==> config.mk <==
export PLATFORM = sky130hd
export DESIGN_NAME = blackbox_sweeper
export DESIGN_NICKNAME = d
export VERILOG_FILES = /design/src/rtl/blackbox_sweeper.sv
export SDC_FILE = /design/constraint.sdc
export NUM_CORES = 1
export LEC_CHECK = 0
export ABC_AREA = 1
export BUFFER_PORTS_ARGS = -buffer_cell sky130_fd_sc_hd__buf_4
export CAP_MARGIN = 20
export CORE_ASPECT_RATIO = 0.7
export CORE_MARGIN = 4
export CORE_UTILIZATION = 30
export DETAILED_ROUTE_END_ITERATION = 7
export GPL_TIMING_DRIVEN = 0
export SLEW_MARGIN = 30
export SYNTH_ARGS = -nofsm -noshare
export SYNTH_HDL_FRONTEND = slang
export SYNTH_SLANG_ARGS = --single-unit
export TNS_END_PERCENT = 100
==> constraint.sdc <==
create_clock -name clk -period 1.55 [get_ports clk]
set_input_delay 0.2325 -clock clk [delete_from_list [all_inputs] [get_ports clk]]
set_output_delay 0.2325 -clock clk [all_outputs]
set_load 0.01 [all_outputs]
==> src/rtl/blackbox_sweeper.sv <==
// Sweeps a combinational blackbox through every input vector and captures its truth table.
// Optional golden-table compare is built when BLACKBOX_SWEEP_CHECK_EN is defined.
module blackbox_sweeper #(
    parameter int N_IN   = 3,
    parameter int SETTLE = 1
) (
    input  logic                   clk,
    input  logic                   reset,
    input  logic                   start,
    output logic [N_IN-1:0]        dut_in,
    input  logic                   dut_out,
    output logic                   busy,
    output logic                   done,
    output logic [(1<<N_IN)-1:0]   table_out
`ifdef BLACKBOX_SWEEP_CHECK_EN
    ,
    input  logic [(1<<N_IN)-1:0]   expected,
    output logic                   mismatch
`endif
);

    typedef enum logic [1:0] {IDLE, DRIVE, DONE} state_t;

    state_t          state, state_nxt;
    logic [N_IN-1:0] index;
    logic [3:0]      settle_cnt;
    logic            accept;
    logic            sample;
    logic            last_vec;

    assign last_vec = &index;
    assign dut_in   = index;
    assign busy     = (state == DRIVE);
    assign done     = (state == DONE);

    always_ff @(posedge clk) begin
        if (!reset) state <= IDLE;
        else        state <= state_nxt;
    end

    always_comb begin
        state_nxt = state;
        accept    = 1'b0;
        sample    = 1'b0;
        case (state)
            IDLE: begin
                if (start) begin
                    accept    = 1'b1;
                    state_nxt = DRIVE;
                end
            end
            DRIVE: begin
                if (settle_cnt == 4'd0) begin
                    sample = 1'b1;
                    if (last_vec) state_nxt = DONE;
                end
            end
            DONE:    state_nxt = IDLE;
            default: state_nxt = IDLE;
        endcase
    end

    // Each vector is held SETTLE+1 cycles; the capture happens on the last one.
    always_ff @(posedge clk) begin
        if (!reset) begin
            index      <= '0;
            settle_cnt <= 4'd0;
            table_out  <= '0;
        end else if (accept) begin
            index      <= '0;
            settle_cnt <= 4'(SETTLE);
            table_out  <= '0;
        end else if (state == DRIVE) begin
            if (settle_cnt != 4'd0) begin
                settle_cnt <= settle_cnt - 4'd1;
            end else begin
                table_out[index] <= dut_out;
                if (!last_vec) begin
                    index      <= index + 1'b1;
                    settle_cnt <= 4'(SETTLE);
                end
            end
        end else if (state == DONE) begin
            index <= '0;
        end
    end

`ifdef BLACKBOX_SWEEP_CHECK_EN
    logic [(1<<N_IN)-1:0] expected_q;
    logic [(1<<N_IN)-1:0] table_final;

    // The last bit lands in table_out on the same edge, so compare against the merged value.
    always_comb begin
        table_final        = table_out;
        table_final[index] = dut_out;
    end

    always_ff @(posedge clk) begin
        if (!reset) begin
            expected_q <= '0;
            mismatch   <= 1'b0;
        end else if (accept) begin
            expected_q <= expected;
            mismatch   <= 1'b0;
        end else if (sample && last_vec) begin
            mismatch <= (table_final != expected_q);
        end
    end
`endif

endmodule

## Yosys cells after proc, flatten, opt, wreduce, memory -nomap -nowiden

Index checks and enable logic that the tools add are counted.

| word-level totals | value |
|---|---|
| bits in registers | 17 |
| input bits | 4 |
| output and inout bits | 13 |

| cells by class | value |
|---|---|
| add/subtract/negate cells | 2 |
| order comparisons | 2 |
| eq/ne operators | 9 |
| muxes and demuxes | 17 |
| bitwise gates (word level) | 2 |
| reduce and logical (&&, ||, !) cells | 13 |

Operator list:

| kind | number |
|---|---|
| $mux 3 | 4 |
| $reduce_and 3->1 | 3 |
| $bwmux 8 | 1 |
| $mux 4 | 2 |
| $mux 2 | 3 |
| $ne 2x1->1 const B | 3 |
| $ne 2x2->1 const B | 3 |
| $reduce_and 2->1 | 3 |
| $mux 1 | 5 |
| $logic_not 4->1 | 1 |
| $lt 3x4->1 const B | 1 |
| $pmux 2 s2 | 1 |
| $reduce_bool 2->1 | 2 |
| $reduce_bool 4->1 | 1 |
| $sub 4x1->4 const B | 1 |
| $add 3x1->3 const B | 1 |
| $demux 1 s3 | 1 |
| $ge 3x1->1 const B | 1 |
| $ne 3x2->1 const B | 1 |
| $eq 2x1->1 const B | 1 |
| $eq 2x2->1 const B | 1 |
| $logic_not 2->1 | 1 |
| $not 1->1 | 2 |
| $reduce_or 2->1 | 1 |
| $logic_and 1x1->1 | 1 |

## Logic depth before layout (Yosys ltp)

Gate-level depths: netlist of run 1.

| depth | value |
|---|---|
| depth in word-level cells | 5 |
| depth in mapped cells | 8 |
| depth with buffers taken out | 8 |

## Worst setup path after synthesis of run 1

OpenSTA, ideal clock, no wires.

| timing path | value |
|---|---|
| kind | register -> register |
| start point | reg index[0] (netlist: dut_in[0]) |
| end point | reg index[1] (netlist: dut_in[1]) |
| data arrival time | 1295 ps |
| data required time | 1435 ps |
| path slack | 140 ps |
| cell stages (with the launch flop) | 7 |
| clock period less this slack | 1410 ps |
| path through | dfxtp_1 -> ha_1 -> ha_1 -> a21boi_1 -> nand3_1 -> nand2_1 -> nor2_1 |

| between the ends | value |
|---|---|
| longest elaborated chain between the ends | 4 |
| elaborated cells on any way between the ends | 7 |

RTL lines:

| element | RTL line | RTL |
|---|---|---|
| from (decl) | 25 | `logic [N_IN-1:0] index;` |
| from (signal assigned) | 79 | `index <= index + 1'b1;` |
| $add 3x1->3 | 79 |  |
| $mux 3 | 78 | `if (!last_vec) begin` |
| $mux 3 | 74 | `if (settle_cnt != 4'd0) begin` |
| $mux 3 | 73 | `end else if (state == DRIVE) begin` |

Several ways; a longest one is shown, not always the timed one. The select of a mux whose other input is x is not followed.
A chain may end at the register's enable or synchronous reset.

## Worst setup path after layout of run 1

Ends and elaborated chain as after synthesis.

==> results.py, run 1 <==
metrics = {
    "run_status": {
        "status": "completed",
    },
    "floorplanning": {
        "die_area_um2": 4230,
        "row_count": 16,
        "core_um2": 2940,
        "die_h_um": 55.7,
        "num_io_pins": 17,
        "start_util": 0.331,
        "die-width_um": 76.1,
    },
    "sta": {
        "finalSetupViolations": 0,
        "finalMaxSlewViolations": 0,
        "hold_viol": 0,
        "whs_ns": 0.218,
        "tightestPinTransition_ns": 0.262,
        "relSlewSlack": 0.824,
        "max_freq_ghz": 0.714,
        "rsz0062_at_grt": "no",
        "fin_skew_ns": 0.00580,
        "fin_crit_sh": 0.903,
        "period_minus_slack_ns": 1.40,
        "setup_ws_ns": 0.150,
    },
    "worst_hold_path": {
        "min_path_cells": 3,
        "hp-class": "primary input to flip-flop",
        "hp-start": "reset",
        "hold-path-endpoint": "settle_cnt[0]$_SDFFE_PN0P_",
    },
    "yosys": {
        "yosysTopAreaCell": "dfxtp_1",
        "syn_area_per_cell_um2": 6.86,
        "synth_cell_types": 20,
        "ys_ff_latch": 17,
        "synthCells": 142,
        "synth_area_um2": 973,
        "synthesis.nets": 153,
        "synth.area.top_cells": "dfxtp_1, nand2_1, nor2_1",
        "ys_seq_area_frac": 0.350,
        "yosysWarnings": 0,
        "yosysTopAreaCellShare": 0.350,
    },
    "layout": {
        "final_nets": 174,
        "finalNonFillerCells": 198,
        "antenna_cells": 0,
        "syn_to_final_growth_pct": 24.2,
        "drive_gt1_frac": 0.222,
    },
    "power_and_ir_drop": {
        "vdd_drop_max_mv": 0.618,
        "power_mw": 1.93,
        "power_density_nw_per_um2": 1600,
        "p_leak_nw": 0.546,
    },
    "placement": {
        "dp_cells": 194,
        "hpwl_um": 1610,
        "dp_worst_setup_slack_ns": -0.00914,
        "portBuffers": 16,
        "gp_congestion": 0.817,
    },
    "drt": {
        "drt_iter0_drc": 41,
        "wl_um": 2080,
        "wl_met1_um": 1080,
        "antenna_left": 0,
        "highest-signal-layer": "met4",
        "via_count": 900,
        "detail_route.wl_per_cell_um": 10.5,
        "first_pass_iters": 4,
        "drc": 0,
        "dr_wl_met2_um": 908,
        "route.met3.wl_um": 51,
        "vias_per_cell": 4.55,
    },
    "clocking": {
        "clk_pin_slew_ns": 0.07,
        "cts_root_buffer": "clkbuf_8",
        "clock_path_buffers": 2,
        "ctsHoldBuffers": 0,
        "numClockSinks": 17,
        "cts_tree": "built",
        "cts_post_setup_buffers_inserted": 0,
        "insertion_delay_ns": 0.25,
        "htreeDepth": 1,
        "cts_made_buffers": 3,
    },
    "grt": {
        "grtUsageTotal": 0.105,
        "overflow": 0,
        "grt_pass1_vias": 848,
        "antenna_found_initial": 0,
        "grt_max_degree": 11,
        "grt_pass1_wl_um": 3700,
    },
    "worst_setup_path": {
        "cp-start-kind": "flip-flop",
        "cp-end-kind": "flip-flop",
        "cp_max_fo": 8,
        "r2r_setup_slack_ns": 0.15,
        "rr_endpoint": "dut_in[1]$_SDFFE_PP0P_",
        "path_class": "flip-flop to flip-flop",
        "cp.arrival_ns": 1.54,
        "cp.required_ns": 1.69,
        "rr_startpoint": "dut_in[0]$_SDFFE_PP0P_",
        "rr_worst_depth": 6,
    },
    "flow_run": {
        "max_cap_violations": 0,
    },
}
[cells by family (layout without fill, tap and decap cells)]
logic type,after synthesis,count (layout),share of synthesized area
AO/OA/AOI/OAI,14,14,0.0746
adder cells (fa/ha/maj),7,7,0.0900
buffers and inverters,19,39,0.0823
flip-flops,17,17,0.350
AND/OR/NAND/NOR,85,85,0.404
[state kept, by name, summed over array words and instances (netlist names)]
register and count:
settle_cnt 4, state 2, table_out 8, dut_in 3
[worst max path at each step]
stage,start,end
finish,dut_in[0]$_SDFFE_PP0P_,dut_in[1]$_SDFFE_PP0P_
global route,dut_in[0]$_SDFFE_PP0P_,dut_in[0]$_SDFFE_PP0P_
CTS,state[0]$_SDFFE_PN0P_,table_out[4]$_SDFFE_PP0P_
detailed placement,dut_in[0]$_SDFFE_PP0P_,dut_in[2]$_SDFFE_PP0P_
global placement,dut_in[0]$_SDFFE_PP0P_,dut_in[1]$_SDFFE_PP0P_
floorplan,dut_in[0]$_SDFFE_PP0P_,dut_in[1]$_SDFFE_PP0P_
[cell type report]
| cell class | instances | area (um^2) |
|---|---|---|
| Buffer | 2 | 18.8 |
| Multi-Input combinational cell | 106 | 572 |
| Timing Repair Buffer | 16 | 120 |
| Sequential cell | 17 | 344 |
| Tap cell | 36 | 45.0 |
| Clock buffer | 4 | 45.0 |
| Inverter | 17 | 63.8 |
| Fill cell | 311 | 1730 |
[timing repair]
item | 4_1_cts | 5_1_grt
gates resized for setup | 2 | 7
endpoints found under the hold margin | 0 | 0
setup endpoints to repair | 10 | 15
[worst max-delay path, stage by stage, from the launching register on]
cell and delay, ns:
dfxtp_2 0.37, ha_1 0.21, ha_1 0.23, a21boi_2 0.28, nand3_1 0.11, nand2_1 0.07
nor2_1 0.04
[cell usage after synthesis]
library cell / instances
dfxtp_1: 17
a21oi_1: 12
nand3b_1: 4
inv_1: 15
and2_1: 1
nand4_1: 5
buf_2: 1
buf_6: 1
inv_2: 2
nor2_4: 2
or2_2: 1
nor2_1: 27
a21boi_1: 1
nand2_4: 1
o21ai_0: 1
nand3_1: 9
ha_1: 7
nand2_2: 2
nor2_2: 1
nand2_1: 32
[stage by stage]
stage	utilization	instance area (um^2)	setup TNS, ns
after global routing	0.411	1210	0
final	0.411	1210	0
after CTS	0.404	1190	0
after detailed placement	0.387	1140	-0.0224
after floorplan	-	973	0
after global placement	0.387	1140	0
[where the power goes]
| part | switching, mW | total, mW | internal, mW |
|---|---|---|---|
| sequential | 0.0998 | 0.617 | 0.517 |
| clock | 0.152 | 0.334 | 0.183 |
| combinational | 0.568 | 0.977 | 0.409 |
| total | 0.819 | 1.93 | 1.11 |
[cells in the final DEF (no fill, tap or decap)]
cell / n
a21oi_1: 12
nor2_2: 1
or2_2: 1
nand2_1: 31
nor2_4: 2
ha_1: 6
nand3_1: 9
inv_2: 2
buf_6: 1
and2_1: 1
o21ai_0: 1
dfxtp_2: 3
clkbuf_8: 3
a21boi_2: 1
clkbuf_1: 1
nor2_1: 27
nand2_2: 3
dfxtp_1: 14
nand3b_1: 4
inv_1: 15
buf_4: 17
nand2_4: 1
nand4_1: 5
ha_4: 1
[metal layers]
layer,vias up,GRT usage
met5,-,0
met1,395,0.136
met2,10,0.161
li1,491,-
met3,4,0.0307
met4,0,0.0474
No activity file was read; power rests on OpenSTA's default activity.
==> run 2: changes to the inputs <==
- ABC_AREA: 1 -> unset
- TNS_END_PERCENT: 100 -> 5
==> results.py, run 2 <==
metrics = {
    "yosys": {
        "synth_edf_count": 0,
        "yosysTopAreaCellShare": 0.359,
        "synth_area_um2": 947,
        "synth.area.top_cells": "dfxtp_1, mux2i_1, ha_1",
        "yosysTopAreaCell": "dfxtp_1",
        "synth-main-ff-cell": "dfxtp_1",
        "yosysMostFrequentCell": "nand2_1",
        "ys_seq_area_frac": 0.359,
        "synthTopCellsByCount": "nand2_1, dfxtp_1, mux2i_1, ha_1, inv_1",
        "ys_ff_latch": 17,
        "synthesis.nets": 109,
        "synthArstFlopShare": 0,
        "syn_area_per_cell_um2": 9.66,
        "yosysWarnings": 0,
        "synth_cell_types": 27,
        "synthCells": 98,
    },
    "grt": {
        "grt_pass1_wl_um": 3570,
        "grt_max_degree": 11,
        "grt_pass1_vias": 762,
        "overflow": 0,
        "grtUsageTotal": 0.119,
        "antenna_found_initial": 0,
    },
    "layout": {
        "finalNonFillerCells": 159,
        "antenna_cells": 0,
        "design_area_um2": 1240,
        "layout_commonest_cell": "nand2_1",
        "largest_register_ffs": 8,
        "final_nets": 135,
        "largest_register": "table_out",
        "drive_gt1_frac": 0.382,
        "fillers": 287,
        "regArea_um2": 350,
        "syn_to_final_growth_pct": 30.9,
        "mostFrequentLayoutCells": "nand2_1, buf_4, mux2i_1, dfxtp_1, inv_1",
        "multi_input_area_um2": 591,
    },
    "sta": {
        "hold_viol": 0,
        "fin_skew_ns": 0.00321,
        "whs_ns": 0.272,
        "tightestPinTransition_ns": 0.349,
        "period_minus_slack_ns": 1.45,
        "finalSetupViolations": 0,
        "relSlewSlack": 0.767,
        "finalMaxSlewViolations": 0,
        "tns_ns": 0,
        "fin_crit_sh": 0.933,
        "max_freq_ghz": 0.691,
    },
    "clocking": {
        "clk_pin_slew_ns": 0.07,
        "htreeDepth": 1,
        "cts_root_buffer": "clkbuf_8",
        "numClockSinks": 17,
        "insertion_delay_ns": 0.26,
        "clock_path_buffers": 2,
        "ctsHoldBuffers": 0,
        "cts_made_buffers": 3,
        "cts_tree": "built",
    },
    "worst_setup_path": {
        "cp.arrival_ns": 1.63,
        "path_class": "flip-flop to flip-flop",
        "slowest_stage": "dfxtp_4",
        "cp.required_ns": 1.73,
        "cp-start-kind": "flip-flop",
        "cp_cell_sequence": "ha_1 > ha_2 > a22oi_2 > and3_4 > buf_6 > mux2i_1",
        "cp-end-kind": "flip-flop",
        "cpPeakStageDelay_ns": 0.37,
        "cp_max_fo": 6,
    },
    "floorplanning": {
        "core_um2": 2900,
        "die-width_um": 75.2,
        "die_area_um2": 4130,
        "start_util": 0.326,
        "num_io_pins": 17,
        "die_h_um": 55.0,
        "row_count": 16,
    },
    "drt": {
        "drc": 0,
        "antenna_left": 0,
        "wl_um": 2210,
        "first_pass_iters": 4,
        "detail_route.wl_per_cell_um": 13.9,
        "vias_per_cell": 4.98,
        "via_count": 792,
        "drt_iter0_drc": 30,
    },
    "placement": {
        "dp_cells": 150,
        "hpwl_um": 1580,
        "gp_congestion": 0.768,
        "placed_area_um2": 1110,
        "portBuffers": 16,
    },
    "worst_hold_path": {
        "hp-class": "primary input to flip-flop",
    },
    "run_status": {
        "status": "completed",
    },
    "power_and_ir_drop": {
        "power_mw": 1.59,
        "power_density_nw_per_um2": 1280,
        "vdd_drop_max_mv": 0.609,
        "p_leak_nw": 0.543,
    },
    "flow_run": {
        "max_cap_violations": 0,
    },
}
==> run 2: changes by cell type in the layout (fill, tap and decap cells not counted), moves of 3 or more <==
cell	delta
nor2_1	-27
mux2i_1	+13
a21oi_1	-11
nand2_1	-11
inv_1	-9
nand3_1	-4
a21boi_1	+3
ha_1	-3
ha_2	+3
nand3b_1	-3
nand4_1	-3
==> run 2: final timing paths <==
path | start | slack (ns) | depth (start not counted) | endpoint
max reg2reg | dut_in[0]$_SDFFE_PP0P_ | 0.10 | 6 | dut_in[2]$_SDFFE_PP0P_
min | reset | 0.27 | 3 | state[0]$_SDFFE_PN0P_
min reg2reg | table_out[3]$_SDFFE_PP0P_ | 0.47 | 2 | table_out[3]$_SDFFE_PP0P_
max | dut_in[0]$_SDFFE_PP0P_ | 0.10 | 6 | dut_in[2]$_SDFFE_PP0P_
==> run 2: where the power goes <==
group | internal, mW | switching, mW
clock | 0.179 | 0.161
combinational | 0.370 | 0.341
sequential | 0.476 | 0.0616
==> run 2: stage by stage <==
stage | worst slack, ns | util
floorplan | 0.125 | -
global placement | -0.0354 | 0.383
detailed placement | -0.0826 | 0.383
finish | 0.103 | 0.427
CTS | -0.00119 | 0.400
global route | -0.00105 | 0.427
==> run 2: cell families (layout without fill, tap and decap cells) <==
family          Yosys count  in the layout  synth area share
mux                      13             13             0.137
flops                    17             17             0.359
fa+ha+maj                 7              7            0.0925
buf+inv                  10             34            0.0634
compound gates           12             13             0.111
simple gates             39             39             0.236
==> run 2: repair_timing <==
action,4_1_cts,5_1_grt
gates cloned,0,2
buffers inserted,0,3
gates resized for setup,2,13
endpoints found under the setup margin,6,14
pin swaps,0,2
==> run 2: critical path: cells and delay by family, from the launching register on <==
| kind | cells | cell delay [ns] |
|---|---|---|
| multiplexers | 1 | 0.18 |
| AO/OA/AOI/OAI | 1 | 0.12 |
| AND/OR/NAND/NOR | 1 | 0.19 |
| adder cells (fa/ha/maj) | 2 | 0.40 |
| buffers and inverters | 1 | 0.10 |
| flip-flops | 1 | 0.37 |
==> run 2: per-layer routing <==
metal | up-vias | track usage | part of all wire
li1 | 393 | - | -
met1 | 370 | 0.157 | 0.49
met2 | 24 | 0.184 | 0.44
met3 | 5 | 0.0271 | 0.055
met4 | 0 | 0.0610 | 0.020
met5 | - | 0 | 0
==> run 2: cell type report <==
class | count | share of cell area
inverters | 7 | 0.0212
multi-input cells | 72 | 0.476
well taps | 36 | 0.0363
flip-flops and latches | 17 | 0.283
repair buffers | 20 | 0.119
clock inverters | 1 | 0.00404
clock buffers | 3 | 0.0333
plain buffers | 3 | 0.0272
